`src/rtl/fetch_stage_if.sv`:
```
// ============================================================================
// Module   : fetch_stage_if
// Purpose  : Instruction-memory request/ready handshake between IF and imem.
// Revision : 1.0
// ============================================================================
`default_nettype none

interface fetch_stage_if;
    logic        imem_req;
    logic [15:0] imem_addr;
    logic [15:0] imem_rdata;
    logic        imem_ready;

    modport master (
        output imem_req,
        output imem_addr,
        input  imem_rdata,
        input  imem_ready
    );

    modport slave (
        input  imem_req,
        input  imem_addr,
        output imem_rdata,
        output imem_ready
    );
endinterface

`default_nettype wire

```
`src/rtl/fetch_stage.sv`:
```
// ============================================================================
// Module   : fetch_stage
// Purpose  : IF stage - PC, imem handshake, IF/ID register, HLT detection.
//            Define FETCH_STATS_EN to add fetch_count/flush_count outputs.
// Revision : 1.0
// ============================================================================
`default_nettype none

module fetch_stage #(
    parameter logic [15:0] RESET_PC  = 16'h0000,
    parameter logic [15:0] NOP_INSTR = 16'h0000
) (
    input  wire logic        clk,
    input  wire logic        rst,
    input  wire logic        stall,
    input  wire logic        redirect,
    input  wire logic [15:0] redirect_pc,
    fetch_stage_if.master    imem,
    output logic      [15:0] if_id_instr,
    output logic      [15:0] if_id_pc_plus2,
    output logic             if_id_valid,
`ifdef FETCH_STATS_EN
    output logic      [15:0] fetch_count,
    output logic      [15:0] flush_count,
`endif
    output logic             halted
);

    typedef enum logic [0:0] {
        ST_FETCH = 1'b0,
        ST_HALT  = 1'b1
    } state_t;

    state_t      state_q, state_d;
    logic [15:0] pc_q, pc_d;
    logic [15:0] instr_q, instr_d;
    logic [15:0] pc2_q, pc2_d;
    logic        valid_q, valid_d;
    logic        halted_q, halted_d;
    logic        hold_valid_q, hold_valid_d;
    logic [15:0] hold_instr_q, hold_instr_d;
    logic [15:0] hold_pc2_q, hold_pc2_d;
    logic        drop_pending_q, drop_pending_d;
    logic [15:0] target_q, target_d;

    logic        req;
    logic [15:0] pc_plus2;

    // The hold buffer owns the next IF/ID slot, so no new fetch while it is full.
    assign req            = (state_q == ST_FETCH) && !hold_valid_q;
    assign pc_plus2       = pc_q + 16'd2;
    assign imem.imem_req  = req;
    assign imem.imem_addr = pc_q;

    assign if_id_instr    = instr_q;
    assign if_id_pc_plus2 = pc2_q;
    assign if_id_valid    = valid_q;
    assign halted         = halted_q;

    always_comb begin
        state_d        = state_q;
        pc_d           = pc_q;
        instr_d        = instr_q;
        pc2_d          = pc2_q;
        valid_d        = valid_q;
        halted_d       = halted_q;
        hold_valid_d   = hold_valid_q;
        hold_instr_d   = hold_instr_q;
        hold_pc2_d     = hold_pc2_q;
        drop_pending_d = drop_pending_q;
        target_d       = target_q;

        if (redirect) begin
            instr_d      = NOP_INSTR;
            pc2_d        = 16'h0000;
            valid_d      = 1'b0;
            hold_valid_d = 1'b0;
            state_d      = ST_FETCH;
            halted_d     = 1'b0;
            // An in-flight request cannot be withdrawn; its response is dropped later.
            if (!req || imem.imem_ready) begin
                pc_d           = redirect_pc;
                drop_pending_d = 1'b0;
            end else begin
                target_d       = redirect_pc;
                drop_pending_d = 1'b1;
            end
        end else if (state_q == ST_FETCH) begin
            if (drop_pending_q) begin
                if (imem.imem_ready) begin
                    pc_d           = target_q;
                    drop_pending_d = 1'b0;
                end
            end else if (hold_valid_q) begin
                if (!stall) begin
                    instr_d      = hold_instr_q;
                    pc2_d        = hold_pc2_q;
                    valid_d      = 1'b1;
                    hold_valid_d = 1'b0;
                    if (hold_instr_q[15:12] == 4'hF) begin
                        state_d  = ST_HALT;
                        halted_d = 1'b1;
                    end
                end
            end else if (imem.imem_ready) begin
                pc_d = pc_plus2;
                if (!stall) begin
                    instr_d = imem.imem_rdata;
                    pc2_d   = pc_plus2;
                    valid_d = 1'b1;
                    if (imem.imem_rdata[15:12] == 4'hF) begin
                        state_d  = ST_HALT;
                        halted_d = 1'b1;
                    end
                end else begin
                    hold_instr_d = imem.imem_rdata;
                    hold_pc2_d   = pc_plus2;
                    hold_valid_d = 1'b1;
                end
            end
        end
    end

    always_ff @(posedge clk) begin
        if (rst) begin
            state_q        <= ST_FETCH;
            pc_q           <= RESET_PC;
            instr_q        <= NOP_INSTR;
            pc2_q          <= 16'h0000;
            valid_q        <= 1'b0;
            halted_q       <= 1'b0;
            hold_valid_q   <= 1'b0;
            hold_instr_q   <= NOP_INSTR;
            hold_pc2_q     <= 16'h0000;
            drop_pending_q <= 1'b0;
            target_q       <= 16'h0000;
        end else begin
            state_q        <= state_d;
            pc_q           <= pc_d;
            instr_q        <= instr_d;
            pc2_q          <= pc2_d;
            valid_q        <= valid_d;
            halted_q       <= halted_d;
            hold_valid_q   <= hold_valid_d;
            hold_instr_q   <= hold_instr_d;
            hold_pc2_q     <= hold_pc2_d;
            drop_pending_q <= drop_pending_d;
            target_q       <= target_d;
        end
    end

`ifdef FETCH_STATS_EN
    logic [15:0] fetch_count_q, fetch_count_d;
    logic [15:0] flush_count_q, flush_count_d;
    logic        fetch_evt;
    logic        flush_evt;

    assign fetch_evt = !redirect && (state_q == ST_FETCH) && !drop_pending_q
                       && !hold_valid_q && imem.imem_ready;
    assign flush_evt = redirect && (valid_q || hold_valid_q);

    always_comb begin
        fetch_count_d = fetch_count_q;
        flush_count_d = flush_count_q;
        if (fetch_evt && (fetch_count_q != 16'hFFFF)) fetch_count_d = fetch_count_q + 16'd1;
        if (flush_evt && (flush_count_q != 16'hFFFF)) flush_count_d = flush_count_q + 16'd1;
    end

    always_ff @(posedge clk) begin
        if (rst) begin
            fetch_count_q <= 16'h0000;
            flush_count_q <= 16'h0000;
        end else begin
            fetch_count_q <= fetch_count_d;
            flush_count_q <= flush_count_d;
        end
    end

    assign fetch_count = fetch_count_q;
    assign flush_count = flush_count_q;
`endif

endmodule

`default_nettype wire

```
`src/flat_wrapper.sv`:
```
// flat-port wrapper written by rule: the top's interface ports become plain ports
module fetch_stage_flat 
#(
    parameter logic [15:0] RESET_PC  = 16'h0000,
    parameter logic [15:0] NOP_INSTR = 16'h0000
)
  (clk, rst, stall, redirect, redirect_pc, if_id_instr, if_id_pc_plus2, if_id_valid, halted, imem_imem_req, imem_imem_addr, imem_imem_rdata, imem_imem_ready);
  fetch_stage_if imem_i ();
  input  wire logic clk;
  input  wire logic rst;
  input  wire logic stall;
  input  wire logic redirect;
  input  wire logic [15:0] redirect_pc;
  output logic      [15:0] if_id_instr;
  output logic      [15:0] if_id_pc_plus2;
  output logic if_id_valid;
  output logic halted;
  output wire logic [$bits(imem_i.imem_req)-1:0] imem_imem_req;
  output wire logic [$bits(imem_i.imem_addr)-1:0] imem_imem_addr;
  input wire logic [$bits(imem_i.imem_rdata)-1:0] imem_imem_rdata;
  input wire logic [$bits(imem_i.imem_ready)-1:0] imem_imem_ready;
  assign imem_imem_req = imem_i.imem_req;
  assign imem_imem_addr = imem_i.imem_addr;
  assign imem_i.imem_rdata = imem_imem_rdata;
  assign imem_i.imem_ready = imem_imem_ready;
  fetch_stage #(.RESET_PC(RESET_PC), .NOP_INSTR(NOP_INSTR)) u_core (.clk(clk), .rst(rst), .stall(stall), .redirect(redirect), .redirect_pc(redirect_pc), .imem(imem_i), .if_id_instr(if_id_instr), .if_id_pc_plus2(if_id_pc_plus2), .if_id_valid(if_id_valid), .halted(halted));
endmodule
```
`config.mk`:
```
export PLATFORM = sky130hd
export DESIGN_NAME = fetch_stage_flat
export DESIGN_NICKNAME = d
export VERILOG_FILES = /design/src/rtl/fetch_stage_if.sv /design/src/rtl/fetch_stage.sv /design/src/flat_wrapper.sv
export SDC_FILE = /design/constraint.sdc
export NUM_CORES = 1
export LEC_CHECK = 0
export CAP_MARGIN = 10
export CORE_MARGIN = 2
export CORE_UTILIZATION = 56
export DETAILED_ROUTE_END_ITERATION = 16
export GPL_ROUTABILITY_DRIVEN = 1
export HOLD_SLACK_MARGIN = 0.12
export PLACE_DENSITY = 0.85
export SYNTH_ARGS = -nofsm -noshare
export SYNTH_HDL_FRONTEND = slang
export SYNTH_SLANG_ARGS = --single-unit
```
`constraint.sdc`:
```
create_clock -name clk -period 3.8 [get_ports clk]
set_input_delay 0.38 -clock clk [delete_from_list [all_inputs] [get_ports clk]]
set_output_delay 0.38 -clock clk [all_outputs]
set_load 0.005 [all_outputs]
```
# == Yosys cells after proc, flatten, opt, wreduce, memory -nomap -nowiden ==
# Cells that the tools add are included.
# totals
regBits,101
latch_bits,0
ramBits,0
mem_bits_ro,0
wordCells,81
memories,0
# classes
n_addsub,1
multipliers,0
div_mod_pow,0
order_cmp,0
n_eq_ne,9
shift,0
mux,40
n_bitwise,5
n_reduce_logical,15
# ops
cell,n
two-way mux 16 bit,15
two-way mux 1 bit,25
"adder 16 x 2 -> 16 bit, second input constant",1
AND reduction 5 bit,2
"== test 4 bit, second input constant",2
"inequality test 2 bit, second input constant",4
AND reduction 7 bit,1
"inequality test 3 bit, second input constant",2
AND reduction 6 bit,1
inverter 1 bit,5
AND reduction 2 bit,2
nonzero test 2 bit,2
AND reduction 3 bit,1
nonzero test 3 bit,1
zero test 1 bit,2
"inequality test 2 x 1 -> 1 bit, second input constant",1
OR reduction 2 bit,1
logical AND 1 bit,1
logical OR 1 bit,1

# == Depth between registers and ports, before layout ==
# logic_depth
word_depth,7
depth_mapped,7
ltp_nobuf,5

# == Least setup slack after synthesis ==
# Ideal clock, no wire load.
# synth_path
path_type,reg2reg
from,register u_core.drop_pending_q
to,register u_core.pc2_q[13] (netlist: u_core.if_id_pc_plus2[13])
t_arrival_ns,1.712
required_ns,3.682
path_slack_ns,1.970
path_stages_with_launch,6
n_path_buf,2
synth_period_minus_slack_ns,1.830
cell_sequence,dfxtp_1 > clkbuf_1 > or4_1 > clkbuf_1 > or4_1 > o2111a_1
# synth_via
elab_chain_len,2
# synth_rtl
element,line_no,source
from (decl),fetch_stage.sv:43,"logic drop_pending_q, drop_pending_d;"
from (signal assigned),fetch_stage.sv:147,drop_pending_q <= drop_pending_d;
inverter 1 bit (no source line),n/a,
AND reduction 5 bit (no source line),n/a,
to (signal assigned),fetch_stage.sv:141,pc2_q <= pc2_d;
to (decl),fetch_stage.sv:37,"logic [15:0] pc2_q, pc2_d;"
# No other way between the ends.
# A chain may end at the register's enable or synchronous reset.

# == Final worst setup path ==
# Same ends and word-level chain as after synthesis.

==> impl_metrics.py <==
metrics = {
    "sta": {
        "setup_viol": 0,
        "finalHoldViolations": 0,
        "setup_tns_ns": 0,
        "skew_ns": 0.00864,
        "max_slew.worst_pin.slew_ns": 1.01,
        "setup_ws_ns": 1.31,
        "max_freq_mhz": 401,
        "finalCriticalPeriod_ns": 2.49,
        "relSlewSlack_pct": 32.1,
        "maxSlewViolCount": 0,
        "fin_crit_sh_pct": 65.6,
        "rsz0062_at_grt": "no",
    },
    "placed_design": {
        "place_ws_ns": 1.04,
        "dp_cells": 723,
        "io_buffers": 87,
        "dp_hpwl_um": 7970,
        "gp_congestion": 0.894,
        "placedInstanceArea_um2": 5420,
    },
    "grt": {
        "first_global_vias": 3852,
        "grt_start_max_net_pins": 44,
        "grt_usage_pct": 26.7,
        "grt.overflow.total": 0,
        "antenna_found_initial": 0,
        "grt_first_pass_wirelength_um": 18700,
    },
    "clock_tree": {
        "clock_latency_ns": 0.38,
        "root_buffer": "clkbuf_8",
        "numCtsBuffers": 9,
        "clkTransAtPathRegs_ns": 0.11,
        "clock_path_buffers": 2,
        "cts-hold-fix-buffers": 0,
        "cts_setup_buffers": 0,
        "tritoncts": "done",
        "clock-sinks": 101,
        "h-tree-depth": 3,
        "post_cts_resize_count": 0,
    },
    "synth": {
        "synth_top_area_share_pct": 44.5,
        "ys_seq_area_share_pct": 44.5,
        "synth_common_cells": "101 x dfxtp_1, 98 x nand2_1, 59 x nor2_1, 53 x a21oi_1, 36 x clkbuf_1",
        "synth_most_common_cell": "dfxtp_1",
        "synth_top_cell_by_area": "dfxtp_1",
        "synth_cells": 572,
        "ys_types": 50,
        "ys_warn_count": 0,
        "ys.flop_type": "dfxtp_1",
        "yosys-top-cells-area": "dfxtp_1 45%, nand2_1 8.1%, a21oi_1 5.8%",
        "ys_seq_elements": 101,
        "syn_area_per_cell_um2": 7.94,
        "async_flop_share_pct": 0,
        "syn-num-nets": 610,
        "synth-edff-count": 0,
        "netlist_area_um2": 4540,
    },
    "floorplanning": {
        "rows": 32,
        "start_util_pct": 58.1,
        "core_area_um2": 7810,
        "io_pins": 88,
        "die_height_um": 94.0,
        "dieWidth_um": 94.0,
        "dieArea_um2": 8840,
    },
    "pwr": {
        "power_frac_seq_pct": 54.2,
        "power_frac_comb_pct": 14.4,
        "switching_share_pct": 29.2,
        "ir_worst_vdd_mv": 0.245,
        "p_clk_share_pct": 31.4,
        "p_int_mw": 1.51,
        "power.leakage_nw": 1.84,
        "p_sw_uw": 620,
        "power.density_nw_per_um2": 378,
    },
    "critical_path": {
        "r2r_end": "u_core.if_id_pc_plus2[13]",
        "crit_top_cell": "or4_1",
        "startpoint_type": "flip-flop",
        "slowest_stage": "or4_1",
        "critPathLaunch": "u_core.drop_pending_q",
        "rr_worst_depth": 3,
        "cp.required_ns": 4.08,
        "crit_fanout": 27,
        "r2r-start": "u_core.drop_pending_q",
        "cp.arrival_ns": 2.77,
        "end_kind": "flip-flop",
        "crit_chain": "or4_1 > or4_1 > o2111a_1",
        "crit_type": "reg -> reg",
        "cp-endpoint": "u_core.if_id_pc_plus2[13]",
        "rrSetupSlack_ns": 1.31,
        "slowest_delay_ns": 1.00,
    },
    "layout": {
        "fin_area_um2": 5620,
        "fill_cells": 649,
        "antenna_cells": 0,
        "seq_area_um2": 2020,
        "final_layout_size_suffix_gt1_share_pct": 5.17,
        "area_delta_synth_final_pct": 23.8,
        "multi_input_area_um2": 2320,
        "layout.nets": 671,
        "final_cells": 740,
    },
    "drt": {
        "antenna_left": 0,
        "firstDrtPassIters": 5,
        "wl_per_cell_um": 15.6,
        "viasPerCell": 5.91,
        "vias": 4375,
        "first_iter_violations": 302,
        "finalWirelength_um": 11600,
        "route.detailed.drc": 0,
    },
    "status": {
        "status": "completed",
    },
    "hold_path": {
        "hold_path_class": "in -> reg",
    },
    "flow_run": {
        "cap_viol_max_count": 0,
    },
}
[logic make-up (layout without fill, tap and decap cells)]
kind of cell | after synthesis | in the layout | share of synthesized area, %
AO/OA/AOI/OAI | 150 | 150 | 20.8
adder cells (fa/ha/maj) | 1 | 1 | 0.276
buffers and inverters | 52 | 118 | 4.49
multiplexers | 19 | 19 | 4.19
XOR/XNOR | 6 | 6 | 1.16
AND/OR/NAND/NOR | 243 | 243 | 24.6
flip-flops | 101 | 101 | 44.5
[power groups by stage]
stage	Sequential, mW	Combinational (mW)	Clock [mW]
2_1_floorplan	1.16	0.176	0
4_1_cts	1.15	0.303	0.672
3_3_place_gp	1.17	0.295	0
3_5_place_dp	1.18	0.302	0
5_1_grt	1.16	0.338	0.713
6_report	1.15	0.305	0.667
[worst max-delay path, delay by kind of cell (launching register included)]
| kind | cells | cell delay, ns |
|---|---|---|
| AO/OA/AOI/OAI | 1 | 0.15 |
| AND/OR/NAND/NOR | 2 | 1.61 |
| flip-flops | 1 | 0.63 |
[layout by cell type (no fill, tap or decap), types with 4 or more instances in the layout]
cell | Yosys | layout
dfxtp_1 | 101 | 100
nand2_1 | 98 | 98
clkdlybuf4s50_1 | 0 | 86
nor2_1 | 59 | 59
a21oi_1 | 53 | 53
a211oi_1 | 31 | 31
o21ai_0 | 28 | 28
nor3_1 | 27 | 27
mux2i_1 | 19 | 19
nand3_1 | 19 | 19
clkbuf_8 | 0 | 9
buf_4 | 1 | 9
a311oi_1 | 7 | 7
o31ai_1 | 7 | 7
inv_1 | 6 | 6
nand2b_1 | 6 | 6
and4_1 | 4 | 4
nand4_1 | 4 | 4
nor4_1 | 4 | 4
a31oi_1 | 4 | 4
xnor2_1 | 4 | 4
[sequential cells by signal, indices dropped and copies added, names as in the netlist]
| name | cells |
|---|---|
| u_core.if_id_valid | 1 |
| u_core.imem.imem_addr | 16 |
| u_core.hold_instr_q | 16 |
| u_core.halted | 1 |
| u_core.state_q | 1 |
| u_core.hold_valid_q | 1 |
| u_core.target_q | 16 |
| u_core.drop_pending_q | 1 |
| u_core.if_id_pc_plus2 | 16 |
| u_core.if_id_instr | 16 |
| u_core.hold_pc2_q | 16 |
[stage by stage]
| step | total power [mW] | hold slack [ns] | util (%) |
|---|---|---|---|
| floorplan | 1.34 | 0.432 | - |
| global placement | 1.47 | 0.438 | 69.4 |
| detailed placement | 1.48 | 0.448 | 69.4 |
| CTS | 2.13 | 0.441 | 71.9 |
| global route | 2.21 | 0.448 | 72.0 |
| finish | 2.13 | 0.430 | 72.0 |
[routing by layer]
layer | part of all wire [%] | wire (um) | track usage [%]
met2 | 46 | 5330 | 39.6
met5 | 0 | 0 | 0
met4 | 1.5 | 175 | 8.82
met3 | 6.4 | 735 | 4.65
met1 | 46 | 5320 | 39.3
[worst min-delay path by stage]
stage / start / end / slack (ns) / cells after the start
finish: rst / u_core.imem.imem_addr[5] / 0.43 / 2
global route: rst / u_core.target_q[13] / 0.45 / 2
global placement: u_core.target_q[12] / u_core.target_q[12] / 0.44 / 2
CTS: rst / u_core.target_q[13] / 0.44 / 2
floorplan: u_core.target_q[12] / u_core.target_q[12] / 0.43 / 2
detailed placement: u_core.hold_instr_q[9] / u_core.hold_instr_q[9] / 0.45 / 2
[layout make-up]
cell class | instances | area share (%)
Inverter | 6 | 0.401
Tap cell | 102 | 2.27
Sequential cell | 101 | 36.0
Clock inverter | 7 | 1.20
Timing Repair Buffer | 96 | 16.6
Clock buffer | 9 | 2.20
Multi-Input combinational cell | 419 | 41.3
(Power assumes the default switching activity.)
